===== src/rtl/lsu_if.sv =====
// Bundle of the execute-stage request/response handshake and the data-memory
// strobe bus seen by the load/store sequencer.
interface lsu_if;
    logic        req_valid;
    logic        req_ready;
    logic        req_we;
    logic [2:0]  req_funct3;
    logic [31:0] req_addr;
    logic [31:0] req_wdata;
    logic        rsp_valid;
    logic        rsp_ready;
    logic [31:0] rsp_rdata;
    logic [1:0]  rsp_fault;
    logic [31:0] mem_addr;
    logic [31:0] mem_write_data;
    logic [3:0]  mem_byte_enable;
    logic        mem_write;
    logic        mem_read;
    logic [31:0] mem_read_data;

    modport slave (
        input  req_valid, req_we, req_funct3, req_addr, req_wdata,
        input  rsp_ready, mem_read_data,
        output req_ready, rsp_valid, rsp_rdata, rsp_fault,
        output mem_addr, mem_write_data, mem_byte_enable, mem_write, mem_read
    );

    modport master (
        output req_valid, req_we, req_funct3, req_addr, req_wdata,
        output rsp_ready, mem_read_data,
        input  req_ready, rsp_valid, rsp_rdata, rsp_fault,
        input  mem_addr, mem_write_data, mem_byte_enable, mem_write, mem_read
    );
endinterface


===== src/rtl/lsu_ctrl.sv =====
// RV32I load/store sequencer: decodes funct3 into byte lanes, strobes the
// synchronous data memory, and returns extended load data or a fault code.
module lsu_ctrl #(
    parameter int unsigned MEM_BYTES   = 4096,
    parameter bit          CHECK_RANGE = 1'b1
) (
    input  logic  clk,
    input  logic  rst,
    lsu_if.slave  bus
);

    typedef enum logic [1:0] {
        IDLE   = 2'd0,
        ACCESS = 2'd1,
        RESP   = 2'd2
    } state_t;

    localparam logic [1:0] FAULT_NONE    = 2'b00;
    localparam logic [1:0] FAULT_MISALIGN = 2'b01;
    localparam logic [1:0] FAULT_RANGE   = 2'b10;
    localparam logic [1:0] FAULT_ILLEGAL = 2'b11;

    state_t state_reg, state_next;

    logic        we_reg;
    logic [2:0]  funct3_reg;
    logic [31:0] addr_reg;
    logic [31:0] wdata_reg;
    logic [1:0]  fault_reg;

    logic        accept;
    logic        illegal;
    logic        out_of_range;
    logic        misaligned;
    logic [1:0]  fault_dec;

    logic [3:0]       be_lanes;
    logic [3:0][7:0]  wr_lanes;
    logic [3:0][7:0]  rd_lanes;
    logic [7:0]       sel_byte;
    logic [15:0]      sel_half;
    logic [31:0]      load_data;

    assign accept = bus.req_valid && (state_reg == IDLE) && !rst;

    // Request decode: evaluated on the incoming fields so the fault is known at accept.
    always_comb begin
        if (bus.req_we) begin
            illegal = bus.req_funct3[2] || (bus.req_funct3[1:0] == 2'b11);
        end else begin
            illegal = (bus.req_funct3[1:0] == 2'b11) || (bus.req_funct3 == 3'b110);
        end

        out_of_range = CHECK_RANGE && (bus.req_addr >= 32'(MEM_BYTES));

        case (bus.req_funct3[1:0])
            2'b01:   misaligned = bus.req_addr[0];
            2'b10:   misaligned = (bus.req_addr[1:0] != 2'b00);
            default: misaligned = 1'b0;
        endcase

        if (illegal) begin
            fault_dec = FAULT_ILLEGAL;
        end else if (out_of_range) begin
            fault_dec = FAULT_RANGE;
        end else if (misaligned) begin
            fault_dec = FAULT_MISALIGN;
        end else begin
            fault_dec = FAULT_NONE;
        end
    end

    always_ff @(posedge clk) begin
        if (rst) begin
            we_reg     <= 1'b0;
            funct3_reg <= 3'b000;
            addr_reg   <= 32'd0;
            wdata_reg  <= 32'd0;
            fault_reg  <= FAULT_NONE;
        end else if (accept) begin
            we_reg     <= bus.req_we;
            funct3_reg <= bus.req_funct3;
            addr_reg   <= bus.req_addr;
            wdata_reg  <= bus.req_wdata;
            fault_reg  <= fault_dec;
        end
    end

    // State register
    always_ff @(posedge clk) begin
        if (rst) begin
            state_reg <= IDLE;
        end else begin
            state_reg <= state_next;
        end
    end

    // Next-state logic
    always_comb begin
        state_next = state_reg;
        case (state_reg)
            IDLE: begin
                if (accept) begin
                    state_next = (fault_dec == FAULT_NONE) ? ACCESS : RESP;
                end
            end
            ACCESS: state_next = RESP;
            RESP: begin
                if (bus.rsp_ready) begin
                    state_next = IDLE;
                end
            end
            default: state_next = IDLE;
        endcase
    end

    // Per-lane store enables and replicated store data from the latched request.
    generate
        for (genvar gi = 0; gi < 4; gi++) begin : g_lane
            localparam logic [1:0] LANE = 2'(gi);

            assign be_lanes[gi] = (funct3_reg[1:0] == 2'b00) ? (addr_reg[1:0] == LANE) :
                                  (funct3_reg[1:0] == 2'b01) ? (addr_reg[1] == LANE[1]) :
                                  1'b1;

            assign wr_lanes[gi] = (funct3_reg[1:0] == 2'b00) ? wdata_reg[7:0] :
                                  (funct3_reg[1:0] == 2'b01) ? wdata_reg[8*(gi%2) +: 8] :
                                  wdata_reg[8*gi +: 8];
        end
    endgenerate

    assign rd_lanes = bus.mem_read_data;

    always_comb begin
        sel_byte = rd_lanes[addr_reg[1:0]];
        sel_half = addr_reg[1] ? bus.mem_read_data[31:16] : bus.mem_read_data[15:0];
        case (funct3_reg)
            3'b000:  load_data = {{24{sel_byte[7]}}, sel_byte};
            3'b100:  load_data = {24'd0, sel_byte};
            3'b001:  load_data = {{16{sel_half[15]}}, sel_half};
            3'b101:  load_data = {16'd0, sel_half};
            3'b010:  load_data = bus.mem_read_data;
            default: load_data = 32'd0;
        endcase
    end

    // Output logic. Strobes are gated by rst so a reset mid-access never writes.
    always_comb begin
        bus.req_ready       = (state_reg == IDLE) && !rst;
        bus.rsp_valid       = (state_reg == RESP) && !rst;
        bus.rsp_fault       = (state_reg == RESP) ? fault_reg : FAULT_NONE;
        bus.rsp_rdata       = ((state_reg == RESP) && !we_reg && (fault_reg == FAULT_NONE))
                              ? load_data : 32'd0;
        bus.mem_addr        = {addr_reg[31:2], 2'b00};
        bus.mem_write_data  = wr_lanes;
        bus.mem_byte_enable = ((state_reg == ACCESS) && we_reg) ? be_lanes : 4'b0000;
        bus.mem_write       = (state_reg == ACCESS) && we_reg && !rst;
        // Loads keep reading through RESP so the memory output survives back-pressure.
        bus.mem_read        = !rst && !we_reg &&
                              ((state_reg == ACCESS) ||
                               ((state_reg == RESP) && (fault_reg == FAULT_NONE)));
    end

endmodule


===== src/flat_wrapper.sv =====
// flat-port wrapper written by rule: the top's interface ports become plain ports
module lsu_ctrl_flat 
#(
    parameter int unsigned MEM_BYTES   = 4096,
    parameter bit          CHECK_RANGE = 1'b1
)
  (clk, rst, bus_req_valid, bus_req_we, bus_req_funct3, bus_req_addr, bus_req_wdata, bus_rsp_ready, bus_mem_read_data, bus_req_ready, bus_rsp_valid, bus_rsp_rdata, bus_rsp_fault, bus_mem_addr, bus_mem_write_data, bus_mem_byte_enable, bus_mem_write, bus_mem_read);
  lsu_if bus_i ();
  input  logic clk;
  input  logic rst;
  input wire logic [$bits(bus_i.req_valid)-1:0] bus_req_valid;
  input wire logic [$bits(bus_i.req_we)-1:0] bus_req_we;
  input wire logic [$bits(bus_i.req_funct3)-1:0] bus_req_funct3;
  input wire logic [$bits(bus_i.req_addr)-1:0] bus_req_addr;
  input wire logic [$bits(bus_i.req_wdata)-1:0] bus_req_wdata;
  input wire logic [$bits(bus_i.rsp_ready)-1:0] bus_rsp_ready;
  input wire logic [$bits(bus_i.mem_read_data)-1:0] bus_mem_read_data;
  output wire logic [$bits(bus_i.req_ready)-1:0] bus_req_ready;
  output wire logic [$bits(bus_i.rsp_valid)-1:0] bus_rsp_valid;
  output wire logic [$bits(bus_i.rsp_rdata)-1:0] bus_rsp_rdata;
  output wire logic [$bits(bus_i.rsp_fault)-1:0] bus_rsp_fault;
  output wire logic [$bits(bus_i.mem_addr)-1:0] bus_mem_addr;
  output wire logic [$bits(bus_i.mem_write_data)-1:0] bus_mem_write_data;
  output wire logic [$bits(bus_i.mem_byte_enable)-1:0] bus_mem_byte_enable;
  output wire logic [$bits(bus_i.mem_write)-1:0] bus_mem_write;
  output wire logic [$bits(bus_i.mem_read)-1:0] bus_mem_read;
  assign bus_i.req_valid = bus_req_valid;
  assign bus_i.req_we = bus_req_we;
  assign bus_i.req_funct3 = bus_req_funct3;
  assign bus_i.req_addr = bus_req_addr;
  assign bus_i.req_wdata = bus_req_wdata;
  assign bus_i.rsp_ready = bus_rsp_ready;
  assign bus_i.mem_read_data = bus_mem_read_data;
  assign bus_req_ready = bus_i.req_ready;
  assign bus_rsp_valid = bus_i.rsp_valid;
  assign bus_rsp_rdata = bus_i.rsp_rdata;
  assign bus_rsp_fault = bus_i.rsp_fault;
  assign bus_mem_addr = bus_i.mem_addr;
  assign bus_mem_write_data = bus_i.mem_write_data;
  assign bus_mem_byte_enable = bus_i.mem_byte_enable;
  assign bus_mem_write = bus_i.mem_write;
  assign bus_mem_read = bus_i.mem_read;
  lsu_ctrl #(.MEM_BYTES(MEM_BYTES), .CHECK_RANGE(CHECK_RANGE)) u_core (.clk(clk), .rst(rst), .bus(bus_i));
endmodule

===== config.mk =====
export PLATFORM = sky130hd
export DESIGN_NAME = lsu_ctrl_flat
export DESIGN_NICKNAME = d
export VERILOG_FILES = /design/src/rtl/lsu_if.sv /design/src/rtl/lsu_ctrl.sv /design/src/flat_wrapper.sv
export SDC_FILE = /design/constraint.sdc
export NUM_CORES = 1
export LEC_CHECK = 0
export CAP_MARGIN = 20
export CORE_MARGIN = 3
export CORE_UTILIZATION = 44
export CTS_CLUSTER_SIZE = 10
export DETAILED_ROUTE_END_ITERATION = 16
export PLACE_DENSITY = 0.93
export SLEW_MARGIN = 10
export SYNTH_ARGS = -nofsm -noshare
export SYNTH_HDL_FRONTEND = slang
export SYNTH_SLANG_ARGS = --single-unit

===== constraint.sdc =====
create_clock -name clk -period 4.4 [get_ports clk]
set_input_delay 0.88 -clock clk [delete_from_list [all_inputs] [get_ports clk]]
set_output_delay 0.88 -clock clk [all_outputs]
set_load 0.05 [all_outputs]

==> results.txt, run 1 <==
Core Region: 0.00889 sq mm
final instance area: 0.00608 sq mm
P_leak: 2.15 nW
fin crit share: 90.8%
most frequent cells in the layout: clkdlybuf4s50_1 (188), nand2_1 (164), a21oi_1 (97)
hold crit path type: flop to flop
final setup margin: 0.406 ns
Post-Synth Simple-Gate Area: 21.6%
mux contribution to synthesized area: 11.3%
WHS: 0.455 ns
Setup-failing EPs final: 0
Starting DRT DRC Count: 201
Synth Area in Compound Gates: 18.2%
GRT Overall Usage: 24.6%
# IOs: 210
DP HPWL: 10300 um
adder-cell share of the synthesized area: 0.918%
total CTS buffers: 9
clock buffer depth: 2
vias in the first global route: 4243
worst hold path depth: 2
WS Path Type: input pin to output port
Cells after Synth: 532
top_reg_cell synth: dfxtp_1
Critical Path, Cell by Cell: clkdlybuf4s50_1, mux4_2, nand2_1, a21oi_1, clkdlybuf4s50_1
status: complete, no violations
share of cells above drive strength 1: 11.6%
final-report max-slew violation count: 0
hold_buf cts: 0
largest family of logic cells by synthesized area: simple AND/OR/NAND/NOR gates
worst path required time: 3.52 ns
CP endpoint kind: output port
Critical Path AT: 3.11 ns
crit start category: input pin
post-synth top area share: 35.3%
Area after DPL: 0.00587 sq mm
number of vias per cell: 5.47
Syn Std Cell Area: 0.00409 sq mm
largest net degree at the start of global routing: 65
maximum vdd ir drop: 0.185 mV
drt pass-1 iters: 5
Die Span X: 102 um
sw frac: 35.0%
Layout fillers: 708
initial antenna violation count: 0
Worst Tran Pin Value: 0.707 ns
RSZ-0062 raised after global routing: false
total congestion overflow: 0
vias post-DR: 4345
area delta synth->final: 48.7%
drt drc: 0
max incr delay on CP: 0.73 ns
slowest CP cell: clkdlybuf4s50_1
final hold vios: 0
Post-Route WL: 13600 um
clock share of power: 27.6%
Yosys cell types: 40
Initial Util: 46.0%
Cell Rows: 34
Layout Nets: 789
clk_skew: 0.0119 ns
Internal: 1.13 mW
combinational power share: 32.0%
Reg2Reg Depth: 6
die area: 0.0105 sq mm
CTS resizes: 0
most common cell after layout, fill and taps aside: clkdlybuf4s50_1
PwrDens: 286 mW/mm^2
sequential element share of the synthesized area: 35.3%
Clock transition at path regs: 0.07 ns
Crit Path Max Fanout: 16
Psw: 0.609 mW
routability cong.: 0.887
Mean Syn Cell Area: 7.69 sq um
Max-slew headroom: 52.7%
Yosys top cell by area: dfxtp_1
Place WS: 0.433 ns
Max-Cap Viols: 0
Syn. warnings: 0
number of flops mapped to enable cells by yosys: 0
H-tree levels: 3
Max Clk Rate: 250 MHz
Setup TNS: 0 ns
Root Buffer: clkbuf_8
routed length per placed instance: 17.1 um
Synth async-reset ratio: 0%
die outline height: 102 um
cell mode on critical path: clkdlybuf4s50_1
clk sinks: 72
Clk Latency, worst-skew pair: 0.35 ns
first-pass GRT wire length: 20600 um
Synth area leaders: dfxtp_1 (35%), nand2_1 (15%), a21oi_1 (12%)
post-route ant nets: 0
XOR/XNOR share of the synthesized area: 0%
Buffers on Ports: 207
post-synthesis sequential element count: 72
Diodes inserted: 0
CTS tree: built
Final min period: 3.99 ns
sequential power share: 40.4%
Pwr Total: 1.74 mW
Setup Buffers After CTS: 0
-- metrics by stage --
stage               std cells  util (%)
finish                    795      68.4
detailed placement        778      66.0
global route              795      68.4
floorplan                 533         -
global placement          778      66.0
CTS                       794      68.1
-- area by class of cell --
| cell class | count | area (sq um) | share of cell area (%) |
|---|---|---|---|
| timing repair buffer | 218 | 2160 | 35.6 |
| multi-input combinational | 375 | 2140 | 35.2 |
| sequential | 72 | 1440 | 23.7 |
| clock buffer | 11 | 141 | 2.33 |
| tap | 108 | 135 | 2.22 |
| clock inverter | 5 | 40.0 | 0.659 |
| inverter | 6 | 22.5 | 0.370 |
-- power by group through the flow --
stage               Sequential [mW]  Clock (mW)  Combinational (mW)
floorplan                     0.712           0               0.349
global placement              0.716           0               0.541
detailed placement            0.719           0               0.550
CTS                           0.704       0.489               0.553
global route                  0.707       0.517               0.587
finish                        0.704       0.480               0.556
-- final timing paths --
| kind | from | endpoint | slack (ns) |
|---|---|---|---|
| hold reg to reg | u_core.addr_reg[19] | u_core.addr_reg[19] | 0.46 |
| setup / recovery | bus_mem_read_data[31] | bus_rsp_rdata[25] | 0.41 |
| setup reg to reg | u_core.state_reg[1] | u_core.wdata_reg[7] | 2.43 |
| hold / removal | u_core.addr_reg[19] | u_core.addr_reg[19] | 0.46 |
-- cells in the mapped netlist, types with 6 or more instances --
master	number
inv_1	6
o21ai_0	12
buf_2	15
mux4_2	9
a21oi_1	97
dfxtp_1	72
nor2_1	12
clkbuf_1	20
buf_4	43
nand2_1	165
mux2_2	16
a32o_1	7
a22oi_1	9
mux2i_1	8
-- routing by layer --
metal	vias up	share of wire (%)	GRT usage (%)	wire, um
met5	-	0	0	0
met4	0	3.1	11.3	424
met3	35	8.8	6.55	1200
met2	211	51	44.5	7000
met1	2032	37	26.8	4990
li1	2067	-	-	-
-- cells by family after synthesis --
logic type,Yosys count
buf+inv,86
other cells,1
flops,72
mux,33
simple gates,205
compound gates,132
fa+ha+maj,3
-- worst max-delay path, delay by kind of cell --
family	cells	cell delay, ns
buf+inv	2	1.22
mux	1	0.47
simple gates	1	0.40
compound gates	1	0.14
Note: power is estimated with default switching activity, not from simulation.
==> run 2, diff against run 1 <==
SLEW_MARGIN = 30   (was 10)
==> results.txt, run 2 (synthesized netlist as in run 1, its figures left out) <==
# IOs: 210 (unchanged)
Area after DPL: 0.00587 sq mm (about the same)
total congestion overflow: 0 (unchanged)
Max Clk Rate: 250 MHz (-0.11%)
Post-Route WL: 13800 um (+1.0%)
most common cell after layout, fill and taps aside: clkdlybuf4s50_1
GRT Overall Usage: 25.1% (+0.42 points)
total CTS buffers: 9 (unchanged)
RSZ-0062 raised after global routing: false
RR Endpoint: u_core.wdata_reg[16]
Core Region: 0.00889 sq mm (unchanged)
Util after Layout: 68.5% (+0.14 points)
met1 usage: 27.3% (+0.48 points)
Reg2Reg Depth: 5 (-1)
PwrDens: 302 mW/mm^2 (+5.5%)
post-route ant nets: 0 (unchanged)
drt drc: 0 (unchanged)
vias post-DR: 4379 (+0.78%)
Layout Nets: 788 (-0.13%)
M2 GR Usage: 45.4% (+0.95 points)
Max-slew headroom: 50.8% (-1.9 points)
die outline height: 102 um (unchanged)
first-pass GRT wire length: 20800 um (+1.2%)
maximum vdd ir drop: 0.193 mV (+4.3%)
Clk Latency, worst-skew pair: 0.35 ns (about the same)
share of cells above drive strength 1: 11.5% (-0.13 points)
Psw: 0.612 mW (+0.49%)
Place WS: 0.444 ns (+0.0108 ns)
final hold vios: 0 (unchanged)
Critical Path AT: 3.12 ns (about the same)
status: complete, no violations
fin crit share: 90.9% (+0.10 points)
sequential power share: 38.3% (-2.1 points)
hold_buf cts: 0 (unchanged)
P_leak: 2.16 nW (+0.45%)
Initial Util: 46.0% (unchanged)
Max-Cap Viols: 0 (unchanged)
CTS tree: built
Starting DRT DRC Count: 226 (+12%)
DP HPWL: 10300 um (-0.15%)
gr busiest metal: met2
final setup margin: 0.401 ns (-0.00455 ns)
final-report max-slew violation count: 0 (unchanged)
Cell Rows: 34 (unchanged)
drt pass-1 iters: 5 (unchanged)
die area: 0.0105 sq mm (unchanged)
clock buffer depth: 2 (unchanged)
WHS: 0.457 ns (+0.00184 ns)
clk_skew: 0.00976 ns (-0.00216 ns)
most frequent cells in the layout: clkdlybuf4s50_1 (188), nand2_1 (164), a21oi_1 (97)
Buffers on Ports: 207 (unchanged)
sw frac: 33.3% (-1.7 points)
routed length per placed instance: 17.3 um (+1.1%)
Setup Buffers After CTS: 0 (unchanged)
Setup TNS: 0 ns (unchanged)
crit start category: input pin
Worst Tran Pin Value: 0.735 ns (+0.0278 ns)
largest net degree at the start of global routing: 65 (unchanged)
Diodes inserted: 0 (unchanged)
WS Path Type: input pin to output port
CP endpoint kind: output port
reg2reg setup slack: 2.44 ns (about the same)
H-tree levels: 3 (unchanged)
Pwr Total: 1.84 mW (+5.7%)
vias in the first global route: 4280 (+0.87%)
number of vias per cell: 5.52 (+0.91%)
worst hold endpoint: u_core.addr_reg[25]
worst r2r src: u_core.state_reg[0]
placed insts: 778 (unchanged)
Clock transition at path regs: 0.07 ns (about the same)
area delta synth->final: 49.0%
worst path required time: 3.52 ns (about the same)
Setup-failing EPs final: 0 (unchanged)
final instance area: 0.00609 sq mm (+0.21%)
combinational power share: 30.2% (-1.8 points)
initial antenna violation count: 0 (unchanged)
clk sinks: 72 (unchanged)
Internal: 1.23 mW (+8.5%)
Crit Path Max Fanout: 16 (unchanged)
clock share of power: 31.5% (+3.9 points)
CTS resizes: 0 (unchanged)
Die Span X: 102 um (unchanged)
Worst Hold Launch: u_core.addr_reg[25]
worst hold path depth: 2 (unchanged)
Finished Layout Cells: 794 (-0.13%)
Final min period: 4.00 ns (+0.00455 ns)
hold crit path type: flop to flop
routability cong.: 0.887 (unchanged)
Root Buffer: clkbuf_8
GR Layer Usage met3: 6.69% (+0.14 points)
==> run 2: cell count changes in the layout (fill, tap and decap cells not counted), sizes merged <==
cell	delta
bufinv	+2
buf	-1
clkbuf	-1
clkinv	+1
clkinvlp	-1
inv	-1
==> run 2: layout make-up <==
cell class	count	area, sq um
Fill cell	719	2800
Multi-Input combinational cell	375	2140
Timing Repair Buffer	217	2130
Sequential cell	72	1440
Tap cell	108	135
Clock buffer	10	128
Clock inverter	6	92.6
Inverter	6	22.5
==> run 2: layer usage <==
metal | share of wire (%) | wire (um)
met1 | 36 | 5000
met4 | 2.9 | 405
met5 | 0 | 0
met3 | 9.2 | 1260
met2 | 52 | 7090
==> run 2: power by group through the flow <==
| stage | Clock, mW | Sequential, mW | Combinational [mW] |
|---|---|---|---|
| after detailed placement | 0 | 0.719 | 0.551 |
| after floorplan | 0 | 0.712 | 0.349 |
| final | 0.580 | 0.704 | 0.555 |
| after global routing | 0.616 | 0.708 | 0.585 |
| after global placement | 0 | 0.716 | 0.541 |
| after CTS | 0.591 | 0.704 | 0.554 |
==> run 2: critical path: stages <==
cell	delay (ns)
clkdlybuf4s50_1	0.47
mux4_2	0.49
nand2_1	0.41
a21oi_1	0.14
clkdlybuf4s50_1	0.73
==> run 2: worst max-delay path by stage <==
stage	start	to	slack (ns)
CTS	bus_mem_read_data[31]	bus_rsp_rdata[22]	0.43
finish	bus_mem_read_data[23]	bus_rsp_rdata[22]	0.40
floorplan	bus_mem_read_data[23]	bus_rsp_rdata[10]	1.26
global placement	bus_mem_read_data[23]	bus_rsp_rdata[22]	0.53
detailed placement	bus_mem_read_data[31]	bus_rsp_rdata[22]	0.44
global route	bus_mem_read_data[23]	bus_rsp_rdata[25]	0.29
==> run 3, diff against run 2 <==
CORE_ASPECT_RATIO = 1.25   (was unset)
MAX_ROUTING_LAYER = met4   (was unset)
==> results.txt, run 3 (synthesized netlist as in run 1, its figures left out) <==
status: complete, no violations
fin crit share: 92.0% (+1.1 points)
routed length per placed instance: 17.0 um (-1.7%)
placed insts: 789 (+1.4%)
Starting DRT DRC Count: 272 (+20%)
Max Clk Rate: 247 MHz (-1.2%)
CP endpoint kind: output port
hold crit path type: flop to flop
Worst Tran Pin Value: 0.699 ns (-0.0353 ns)
first-pass GRT wire length: 21300 um (+2.6%)
Setup-failing EPs final: 0 (unchanged)
Clock transition at path regs: 0.07 ns (about the same)
Buffers on Ports: 207 (unchanged)
die area: 0.0105 sq mm (about the same)
Final min period: 4.05 ns (+0.0501 ns)
area delta synth->final: 47.9%
Place WS: 0.359 ns (-0.0852 ns)
PwrDens: 284 mW/mm^2 (-5.9%)
Max-Cap Viols: 0 (unchanged)
vias post-DR: 4344 (-0.80%)
Cell Rows: 38 (+12%)
hold_buf cts: 0 (unchanged)
final-report max-slew violation count: 0 (unchanged)
most common cell after layout, fill and taps aside: clkdlybuf4s50_1
Layout fillers: 713 (-0.83%)
P_leak: 2.13 nW (-1.5%)
clk_skew: 0.00568 ns (-0.00409 ns)
Register Area: 0.00144 sq mm (unchanged)
total congestion overflow: 0 (unchanged)
post-route ant nets: 0 (unchanged)
maximum vdd ir drop: 0.210 mV (+8.4%)
Finished Layout Cells: 804 (+1.3%)
Core Region: 0.00884 sq mm (-0.53%)
Diodes inserted: 0 (unchanged)
DP HPWL: 10600 um (+2.5%)
Crit Path Max Fanout: 16 (unchanged)
Initial Util: 46.2% (+0.25 points)
clk sinks: 72 (unchanged)
total CTS buffers: 9 (unchanged)
most frequent cells in the layout: clkdlybuf4s50_1 (194), nand2_1 (164), a21oi_1 (97)
Max-slew headroom: 53.4% (+2.5 points)
clock buffer depth: 2 (unchanged)
share of cells above drive strength 1: 10.4% (-1.1 points)
Setup Buffers After CTS: 0 (unchanged)
worst path required time: 3.52 ns (about the same)
initial antenna violation count: 0 (unchanged)
Setup TNS: 0 ns (unchanged)
drt pass-1 iters: 6 (+1)
drt drc: 0 (unchanged)
WS Path Type: input pin to output port
Layout Nets: 787 (-0.13%)
routability cong.: 0.891 (+0.37%)
CTS tree: built
GRT Overall Usage: 26.2% (+1.2 points)
CTS resizes: 0 (unchanged)
H-tree levels: 3 (unchanged)
Die Span X: 92.2 um (-9.9%)
Critical Path AT: 3.17 ns (+0.05 ns)
Root Buffer: clkbuf_8
number of vias per cell: 5.40 (-2.0%)
Clk Latency, worst-skew pair: 0.34 ns (about the same)
RSZ-0062 raised after global routing: false
area occupied by multi-input gates: 0.00214 sq mm (+0.18%)
# IOs: 210 (unchanged)
crit start category: input pin
vias in the first global route: 4289 (+0.21%)
largest net degree at the start of global routing: 59 (-9.2%)
final setup margin: 0.351 ns (-0.0501 ns)
die outline height: 114 um (+11%)
final hold vios: 0 (unchanged)
Post-Route WL: 13700 um (-0.51%)
[run 3: final timing paths]
| path | start | endpoint | slack [ns] | cells after the start |
|---|---|---|---|---|
| max reg2reg | u_core.state_reg[1] | u_core.wdata_reg[9] | 2.33 | 5 |
| max | bus_mem_read_data[31] | bus_rsp_rdata[30] | 0.35 | 5 |
| min reg2reg | u_core.addr_reg[17] | u_core.addr_reg[17] | 0.45 | 2 |
| min | u_core.addr_reg[17] | u_core.addr_reg[17] | 0.45 | 2 |
[run 3: layout make-up]
| class | instances | area share, % |
|---|---|---|
| Clock inverter | 3 | 0.290 |
| Inverter | 6 | 0.373 |
| Tap cell | 120 | 2.48 |
| Timing Repair Buffer | 216 | 35.0 |
| Multi-Input combinational cell | 375 | 35.4 |
| Clock buffer | 12 | 2.57 |
| Sequential cell | 72 | 23.8 |
[run 3: critical path, stage by stage]
cell and delay (ns):
clkdlybuf4s50_1 0.50, mux4_2 0.49, nand2_1 0.41, a21oi_1 0.14, clkdlybuf4s50_1 0.74
[run 3: per-stage QoR]
stage / power [mW] / hold slack (ns) / utilization, % / area, sq um
global route: 1.79 / 0.475 / 68.4 / 6050
floorplan: 1.06 / 0.433 / - / 4090
global placement: 1.25 / 0.439 / 66.4 / 5870
detailed placement: 1.27 / 0.446 / 66.4 / 5870
CTS: 1.73 / 0.456 / 68.4 / 6050
finish: 1.72 / 0.453 / 68.4 / 6050
[run 3: per-layer routing]
layer / vias to the layer above / part of all wire, % / global-route usage [%]
met5: - / 0 / -
met4: 0 / 3.9 / 15.1
met3: 42 / 8.1 / 5.28
met2: 220 / 53 / 46.6
met1: 2022 / 35 / 26.8
li1: 2060 / - / -
[run 3: power breakdown]
part / internal [mW] / leakage [nW] / switching, mW
Clock: 0.231 / 0.0882 / 0.232
Sequential: 0.682 / 0.587 / 0.0222
Combinational: 0.221 / 1.46 / 0.330
